--- config.mk ---
export PLATFORM = sky130hd
export DESIGN_NAME = ifu_axi_master
export DESIGN_NICKNAME = d
export VERILOG_FILES = /design/src/rtl/ifu_axi_master_pkg.sv /design/src/rtl/ifu_inst_buf.sv /design/src/rtl/ifu_axi_master.sv
export SDC_FILE = /design/constraint.sdc
export NUM_CORES = 1
export LEC_CHECK = 0
export ABC_AREA = 0
export CAP_MARGIN = 15
export CORE_UTILIZATION = 39
export DETAILED_ROUTE_END_ITERATION = 16
export GPL_TIMING_DRIVEN = 0
export PLACE_DENSITY = 0.79
export SETUP_SLACK_MARGIN = 0.15
export SLEW_MARGIN = 20
export SYNTH_ARGS = -nofsm -noshare
export SYNTH_HDL_FRONTEND = slang
export SYNTH_SLANG_ARGS = --single-unit
--- constraint.sdc ---
create_clock -name clk -period 2.2 [get_ports clk]
set_input_delay 0.33 -clock clk [delete_from_list [all_inputs] [get_ports clk]]
set_output_delay 0.33 -clock clk [all_outputs]
set_load 0.02 [all_outputs]
--- src/rtl/ifu_axi_master_pkg.sv ---
// ifu_axi_master_pkg: shared fetch-unit types, AXI response code and bus-width defaults.
// Default-width macros are only provided when the core defines are absent.
`default_nettype none

`ifndef AXI_ADDR_BUS
`define AXI_ADDR_BUS 31:0
`endif
`ifndef AXI_DATA_BUS
`define AXI_DATA_BUS 31:0
`endif
`ifndef AXI_RESP_BUS
`define AXI_RESP_BUS 1:0
`endif
`ifndef AXI_STRB_BUS
`define AXI_STRB_BUS 3:0
`endif
`ifndef CPU_RESET_ADDR
`define CPU_RESET_ADDR 32'h8000_0000
`endif
`ifndef INST_NOP
`define INST_NOP 32'h0000_0013
`endif

package ifu_axi_master_pkg;

  typedef enum logic [1:0] {
    BOOT   = 2'd0,
    REQ    = 2'd1,
    WAIT_R = 2'd2,
    HOLD   = 2'd3
  } ifu_state_e;

  localparam logic [1:0] AXI_RESP_OKAY = 2'b00;

endpackage

`default_nettype wire

--- src/rtl/ifu_inst_buf.sv ---
// ifu_inst_buf: one-entry holding register for a fetched instruction, its PC and error bit.
// Pop or flush returns the word to NOP; load captures a new response.
`default_nettype none

module ifu_inst_buf
  import ifu_axi_master_pkg::*;
#(
  parameter logic [`AXI_ADDR_BUS] RESET_PC = `CPU_RESET_ADDR
) (
  input  logic                 clk,
  input  logic                 rst_n,
  input  logic                 load,
  input  logic                 pop,
  input  logic                 flush,
  input  logic [`AXI_DATA_BUS] load_inst,
  input  logic [`AXI_ADDR_BUS] load_pc,
  input  logic                 load_err,
  output logic [`AXI_DATA_BUS] inst,
  output logic [`AXI_ADDR_BUS] inst_pc,
  output logic                 inst_err
);

  always_ff @(posedge clk or negedge rst_n) begin
    if (!rst_n) begin
      inst     <= `INST_NOP;
      inst_pc  <= RESET_PC;
      inst_err <= 1'b0;
    end else if (flush || pop) begin
      // inst_pc keeps the last address so debug views still show where the word came from
      inst     <= `INST_NOP;
      inst_err <= 1'b0;
    end else if (load) begin
      inst     <= load_inst;
      inst_pc  <= load_pc;
      inst_err <= load_err;
    end
  end

endmodule

`default_nettype wire

--- src/rtl/ifu_axi_master.sv ---
// ifu_axi_master: read-only AXI-lite instruction fetch master, one outstanding AR at a time.
// Optional IFU_TIMEOUT_EN adds a sticky response-timeout flag.
`default_nettype none

module ifu_axi_master
  import ifu_axi_master_pkg::*;
#(
  parameter logic [`AXI_ADDR_BUS] RESET_PC       = `CPU_RESET_ADDR,
  parameter int                   TIMEOUT_CYCLES = 255
) (
  input  logic                 clk,
  input  logic                 rst_n,
  output logic [`AXI_ADDR_BUS] araddr,
  output logic                 arvalid,
  input  logic                 arready,
  input  logic [`AXI_DATA_BUS] rdata,
  input  logic [`AXI_RESP_BUS] rresp,
  input  logic                 rvalid,
  output logic                 rready,
  output logic [`AXI_ADDR_BUS] awaddr,
  output logic                 awvalid,
  input  logic                 awready,
  output logic [`AXI_DATA_BUS] wdata,
  output logic [`AXI_STRB_BUS] wstrb,
  output logic                 wvalid,
  input  logic                 wready,
  input  logic [`AXI_RESP_BUS] bresp,
  input  logic                 bvalid,
  output logic                 bready,
  input  logic                 redirect_valid,
  input  logic [`AXI_ADDR_BUS] redirect_pc,
  output logic                 inst_valid,
  input  logic                 inst_ready,
  output logic [`AXI_DATA_BUS] inst,
  output logic [`AXI_ADDR_BUS] inst_pc,
  output logic                 inst_err,
  output logic                 fetch_timeout
);

  ifu_state_e           state;
  logic [`AXI_ADDR_BUS] pc;
  logic [`AXI_ADDR_BUS] pend_pc;
  logic                 drop;

  logic buf_load;
  logic buf_pop;
  logic buf_flush;

  assign awaddr  = '0;
  assign awvalid = 1'b0;
  assign wdata   = '0;
  assign wstrb   = '0;
  assign wvalid  = 1'b0;
  assign bready  = 1'b0;

  logic unused_wr_inputs;
  assign unused_wr_inputs = &{1'b0, awready, wready, bresp, bvalid};

  // AR address is the PC itself; pc never changes while REQ is pending
  assign araddr = pc;

  always_ff @(posedge clk or negedge rst_n) begin
    if (!rst_n) begin
      state      <= BOOT;
      pc         <= RESET_PC;
      pend_pc    <= RESET_PC;
      drop       <= 1'b0;
      arvalid    <= 1'b0;
      rready     <= 1'b0;
      inst_valid <= 1'b0;
    end else begin
      case (state)
        BOOT: begin
          if (redirect_valid) pc <= redirect_pc;
          state   <= REQ;
          arvalid <= 1'b1;
        end
        REQ: begin
          if (redirect_valid) begin
            pend_pc <= redirect_pc;
            drop    <= 1'b1;
          end
          if (arready) begin
            state   <= WAIT_R;
            arvalid <= 1'b0;
            rready  <= 1'b1;
          end
        end
        WAIT_R: begin
          if (rvalid) begin
            rready <= 1'b0;
            drop   <= 1'b0;
            if (drop || redirect_valid) begin
              // a redirect arriving with the data beats any older pending target
              pc      <= redirect_valid ? redirect_pc : pend_pc;
              state   <= REQ;
              arvalid <= 1'b1;
            end else begin
              state      <= HOLD;
              inst_valid <= 1'b1;
            end
          end else if (redirect_valid) begin
            pend_pc <= redirect_pc;
            drop    <= 1'b1;
          end
        end
        HOLD: begin
          if (redirect_valid || inst_ready) begin
            pc         <= redirect_valid ? redirect_pc : pc + 32'd4;
            state      <= REQ;
            arvalid    <= 1'b1;
            inst_valid <= 1'b0;
          end
        end
        default: begin
          state <= BOOT;
        end
      endcase
    end
  end

  assign buf_load  = (state == WAIT_R) && rvalid && !drop && !redirect_valid;
  assign buf_pop   = (state == HOLD) && inst_ready && !redirect_valid;
  assign buf_flush = (state == HOLD) && redirect_valid;

  ifu_inst_buf #(
    .RESET_PC (RESET_PC)
  ) u_inst_buf (
    .clk       (clk),
    .rst_n     (rst_n),
    .load      (buf_load),
    .pop       (buf_pop),
    .flush     (buf_flush),
    .load_inst (rdata),
    .load_pc   (pc),
    .load_err  (rresp != AXI_RESP_OKAY),
    .inst      (inst),
    .inst_pc   (inst_pc),
    .inst_err  (inst_err)
  );

`ifdef IFU_TIMEOUT_EN
  localparam int               CNT_W    = $clog2(TIMEOUT_CYCLES + 1);
  localparam logic [CNT_W-1:0] CNT_MAX  = CNT_W'(TIMEOUT_CYCLES);
  localparam logic [CNT_W-1:0] CNT_LAST = CNT_W'(TIMEOUT_CYCLES - 1);

  logic [CNT_W-1:0] wait_cnt;
  logic             timeout_flag;

  // flag rises on the same edge the counter reaches TIMEOUT_CYCLES; the FSM keeps waiting
  always_ff @(posedge clk or negedge rst_n) begin
    if (!rst_n) begin
      wait_cnt     <= '0;
      timeout_flag <= 1'b0;
    end else if (state == REQ && arready) begin
      wait_cnt <= '0;
    end else if (state == WAIT_R && !rvalid && wait_cnt != CNT_MAX) begin
      wait_cnt <= wait_cnt + 1'b1;
      if (wait_cnt == CNT_LAST) timeout_flag <= 1'b1;
    end
  end

  assign fetch_timeout = timeout_flag;
`else
  localparam int unused_timeout_cycles = TIMEOUT_CYCLES;
  assign fetch_timeout = 1'b0;
`endif

endmodule

`default_nettype wire
Word level (Yosys, flattened, before mapping)

Cells that the tools add are included.

Register bits: 135
Output and inout bits: 172
Word-level logic and storage cells: 79

Add/sub/neg operators: 1
Eq/ne operators: 10
Multiplexer cells: 33
Bitwise logic cells: 1
Reduce and logical (&&, ||, !) cells: 24

Operators with widths:

| cell                                                                  | number |
|---|---|
| 32-bit 2-to-1 mux                                                     | 9 |
| 32-bit case mux with 3 select lines                                   | 1 |
| 32-bit case mux with 2 select lines                                   | 1 |
| 32-bit by 3-bit adder with 32-bit output, second input constant       | 1 |
| 2-bit inequality test, second input constant                          | 7 |
| 1-bit 2-to-1 mux                                                      | 13 |
| 2-bit 2-to-1 mux                                                      | 4 |
| 2-bit case mux with 4 select lines                                    | 1 |
| 4-bit AND reduction                                                   | 2 |
| 2-bit nonzero test                                                    | 4 |
| 1-bit logical AND                                                     | 6 |
| 1-bit case mux with 2 select lines                                    | 3 |
| 3-bit AND reduction                                                   | 2 |
| 5-bit AND reduction                                                   | 1 |
| 2-bit equality test, second input constant                            | 2 |
| 1-bit case mux with 4 select lines                                    | 1 |
| 2-bit AND reduction                                                   | 2 |
| 1-bit logical OR                                                      | 3 |
| 3-bit nonzero test                                                    | 1 |
| 2-bit by 1-bit equality test with 1-bit output, second input constant | 1 |
| 1-bit zero test                                                       | 2 |
| 2-bit zero test                                                       | 1 |
| 1-bit inverter                                                        | 1 |

Depth between registers and ports, before layout

Depth in word-level cells: 6
Gate-level depth with buffers: 9

Modules after synthesis

Synthesis repeated with hierarchy kept, for this count alone.

Cell total of the unflattened synthesis: 637
Area total of the unflattened synthesis: 6902.9 um^2

Modules (own cells, without submodules):

| module         | instances | cells an instance | area an instance (um^2) |
|---|---|---|---|
| ifu_axi_master | 1         | 461               | 4360.4 |
| ifu_inst_buf   | 1         | 176               | 2542.4 |

Least setup slack after synthesis

OpenSTA, ideal clock, no wires.

Path type: reg-to-reg
Start point: register state[0]
End point: register pend_pc[0]
Arrival: 1918 ps
Path slack: 157 ps
Stages on the path, launching flop included: 7
Buffers on the path: 2
Period minus slack after synthesis: 2043 ps
Cell sequence: dfrtp_1 > inv_1 > ha_1 > clkbuf_1 > o211ai_1 > clkbuf_1 > mux2_2

Word-level cells in the longest chain between the ends: 3

Ends and longest elaborated chain:

| item                                                                                  | RTL line              | RTL |
|---|---|---|
| start: declaration                                                                    | ifu_axi_master.sv:40  | `ifu_state_e state;` |
| start signal: assignment                                                              | ifu_axi_master.sv:64  | `state <= BOOT;` |
| start signal: assignment                                                              | ifu_axi_master.sv:75  | `state <= REQ;` |
| start signal: assignment                                                              | ifu_axi_master.sv:84  | `state <= WAIT_R;` |
| 2-bit equality test or 2-bit by 1-bit equality test with 1-bit output (tied branches) | ifu_axi_master.sv:72  | `case (state)` |
| 2-bit inequality test (no line) or 2-bit nonzero test (tied branches)                 | --                    |  |
| 2-bit AND reduction (no line)                                                         | --                    |  |
| end signal: assignment                                                                | ifu_axi_master.sv:80  | `pend_pc <= redirect_pc;` |
| end signal: assignment                                                                | ifu_axi_master.sv:103 | `pend_pc <= redirect_pc;` |
| end: declaration                                                                      | ifu_axi_master.sv:42  | `` logic [`AXI_ADDR_BUS] pend_pc; `` |

Several ways; a longest one is shown, not always the timed one.
A chain may end at the register's enable or synchronous reset.

Final worst setup path

Start point: register state[0]
End point: register pend_pc[22]

Same word-level chain as after synthesis.

==> impl_metrics.tcl <==
set metrics [dict create \
    synthArstFlopShare_pct 100.0 \
    synth_xor_area_share_pct 0 \
    antenna_left 0 \
    yosysMostFrequentCell "dfrtp_1" \
    ys_types 49 \
    setup_viol 0 \
    wl_mm 18.73 \
    sw_frac_of_total_pct 36.51 \
    synth-compound-area-share_pct 17.66 \
    fp.dieH_um 133.4 \
    worst_clock_skew_ns 0.01151 \
    end_kind "flip-flop" \
    muxShareOfSynthArea_pct 11.00 \
    n_fill_cell 1400 \
    finalCritPeriodShare_pct 91.82 \
    grt_pass1_wl_mm 29.15 \
    p_comb_share_pct 39.5 \
    rows 47 \
    r2r_cells 8 \
    netlist_instances 609 \
    synth-adder-area-share_pct 1.114 \
    cp_data_required_time_ns 2.49 \
    synth_edf_count 0 \
    syn_to_final_growth_pct 46.14 \
    antenna_found_initial 0 \
    synth_top_area_share_pct 47.92 \
    finalCriticalPeriod_ns 2.020 \
    avgSynthCellArea_um2 11.06 \
    setup_slack_ns 0.1799 \
    yosys.area.top_type "dfrtp_1" \
    netSwitchingPower_w 0.004372 \
    post-place-cells 1072 \
    p_leak_nw 4.543 \
    crit_arrival_ns 2.31 \
    insertion_delay_ns 0.41 \
    cts-root-buf "clkbuf_16" \
    core-area_mm2 0.01670 \
    register_area_mm2 0.003390 \
    ys_ff_latch 135 \
    die_area_mm2 0.01780 \
    r2r-start "state[0]" \
    fmax_ghz 0.4950 \
    drc 0 \
    nets 964 \
    multi_input_area_mm2 0.002905 \
    place_hpwl_mm 13.13 \
    power.density_mw_per_mm2 1216 \
    portBuffers 171 \
    grt_pass1_vias 5498 \
    r2r_slack_ns 0.18 \
    die_w_um 133.4 \
    netlist_area_mm2 0.006736 \
    clk_path_buf_depth 2 \
    drv_slew 0 \
    ys_seq_area_share_pct 50.26 \
    cts_buffers 17 \
    synth_top_family_by_area "compound AO/OA/AOI/OAI gates" \
    clkPwrFrac_pct 24.7 \
    crit-reg2reg-capture "pend_pc[22]" \
    htreeDepth 4 \
    status "completed" \
    critPathKind "flip-flop to flip-flop" \
    gp_congestion 0.8393 \
    rsz0062_at_grt "yes" \
    p_seq_share_pct 35.9 \
    ys_warn_count 0 \
    synth_flop_cell "dfrtp_1" \
    io_pins 249 \
    worstSetupStartpointType "flip-flop" \
    routedWlPerCell_um 16.83 \
    clk_pin_slew_worst_paths_ns 0.06 \
    hold_viol_final 0 \
    drive_above_1_share_pct 26.76 \
    cts.sinks 135 \
    hold_path_class "input port to async pin" \
    pre_cts_ws_ns -0.6882 \
    grt_overflow 0 \
    via_per_inst 5.143 \
    dr.pass1.iters 7 \
    grt_max_degree 85 \
    p_int_w 0.007601 \
    yosys-top-cells-count "129 x dfrtp_1, 72 x buf_4, 64 x mux2_2" \
    cp_max_fo 10 \
    diodes 0 \
    final_cell_count_no_fill 1113 \
    vias 5724 \
    start_util_pct 40.34 \
    synthTopCellsByArea "dfrtp_1 48%, mux2_2 11%, buf_4 8.0%, a22o_1 4.7%, o21ai_0 3.3%" \
    cts_tree "done" \
    grt_util_all_layers_pct 21.04 \
    ir_worst_vdd_v 0.0006530 \
    drv_cap 0 \
    drtIter0Drc 427 \
    synth-simple-area-share_pct 8.878 \
]
## stage by stage
stage	hold slack, ns	utilization (%)	setup TNS [ns]	instance area, um^2	total power (W)
after CTS	0.4164	58.50	0	9771	0.01196
after global routing	0.4298	58.95	0	9844	0.01261
after floorplan	0.03441	-	0	7003	0.006776
after global placement	0.4623	53.83	-663.01	8990	0.008747
final	0.4192	58.95	0	9844	0.01197
after detailed placement	0.2713	54.02	-38.85	9022	0.008865
## cell type report
type / count / share of cell area (%)
timing repair buffer: 183 / 18.58
multi-input combinational: 424 / 29.51
inverter: 10 / 0.3813
clock inverter: 13 / 1.843
tap: 220 / 2.796
clock buffer: 18 / 4.359
buffer: 110 / 8.096
sequential: 135 / 34.43
## worst max-delay path, cell delays in order (launching register included)
cell and delay, ns:
dfrtp_1 0.39, inv_1 0.09, ha_2 0.21, clkbuf_4 0.21, nand2_1 0.08, o211ai_1 0.12
buf_4 0.18, clkbuf_4 0.24, mux2_2 0.36
## layout by cell type (no fill, tap or decap), types with 4 or more instances in the layout
cell type and count:
a21oi_1 23, a221oi_1 8, a222oi_1 4, a22o_1 36, a22oi_1 10, a31oi_1 10
and2_1 5, and3_1 5, buf_2 6, buf_4 89, buf_6 5, bufinv_16 4
clkbuf_16 17, clkbuf_2 10, clkbuf_4 8, clkdlybuf4s50_1 170, clkinvlp_4 5, conb_1 72
dfrtp_1 126, dfstp_2 6, ha_1 5, inv_1 10, mux2_2 64, nand2_1 30
nand3_1 8, nand4_1 6, nor2_1 22, nor3_1 6, o21ai_0 45, o21ai_1 5
o31a_1 6
## metal layers
metal  vias to the layer above  part of all wire, %  global-route usage, %
li1                       2643                    -                      -
met1                      2796                   42                  27.75
met2                       271                   50                  34.11
met3                        14                  7.1                  5.175
met4                         0                 0.85                  6.439
met5                         -                    0                      0
## state kept, by name, indices dropped and copies added (netlist names)
register and cells:
araddr 32, pend_pc 32, u_inst_buf.inst 32, u_inst_buf.inst_pc 32
state 2, arvalid 1, drop 1, inst_valid 1
rready 1, u_inst_buf.inst_err 1
## what timing repair did
item,4_1_cts,5_1_grt
pin swaps,4,2
cloned,0,0
setup buffers,6,4
endpoints found under the hold margin,51,0
resized for setup,39,33
hold buffers,1,0
endpoints found under the setup margin,93,118
## worst max-delay path by stage
stage                              start             endpoint  cells past startpoint  slack (ns)
after floorplan                 state[0]           pend_pc[0]                      6        0.16
after global placement             rst_n  u_inst_buf.inst[26]                      1       -4.72
after detailed placement  redirect_valid           araddr[27]                      9       -0.69
after CTS                       state[1]           araddr[28]                      8        0.15
after global routing            state[0]          pend_pc[22]                      8        0.07
final                           state[0]          pend_pc[22]                      8        0.18
## cell families (layout without fill, tap and decap cells)
| kind of cell | count (synthesis) | count (layout) |
|---|---|---|
| AND/OR/NAND/NOR | 107 | 107 |
| multiplexers | 66 | 66 |
| buffers and inverters | 121 | 334 |
| flip-flops | 135 | 135 |
| AO/OA/AOI/OAI | 173 | 173 |
| other | 1 | 72 |
| adder cells (fa/ha/maj) | 6 | 6 |
## power by group through the flow
| stage | registers, W | logic (W) | clock network (W) |
|---|---|---|---|
| 2_1_floorplan | 0.00480 | 0.00198 | 0 |
| 3_3_place_gp | 0.00427 | 0.00448 | 0 |
| 3_5_place_dp | 0.00431 | 0.00456 | 0 |
| 4_1_cts | 0.00427 | 0.00468 | 0.00301 |
| 5_1_grt | 0.00442 | 0.00505 | 0.00313 |
| 6_report | 0.00429 | 0.00472 | 0.00296 |
No activity file was read; power rests on OpenSTA's default activity.
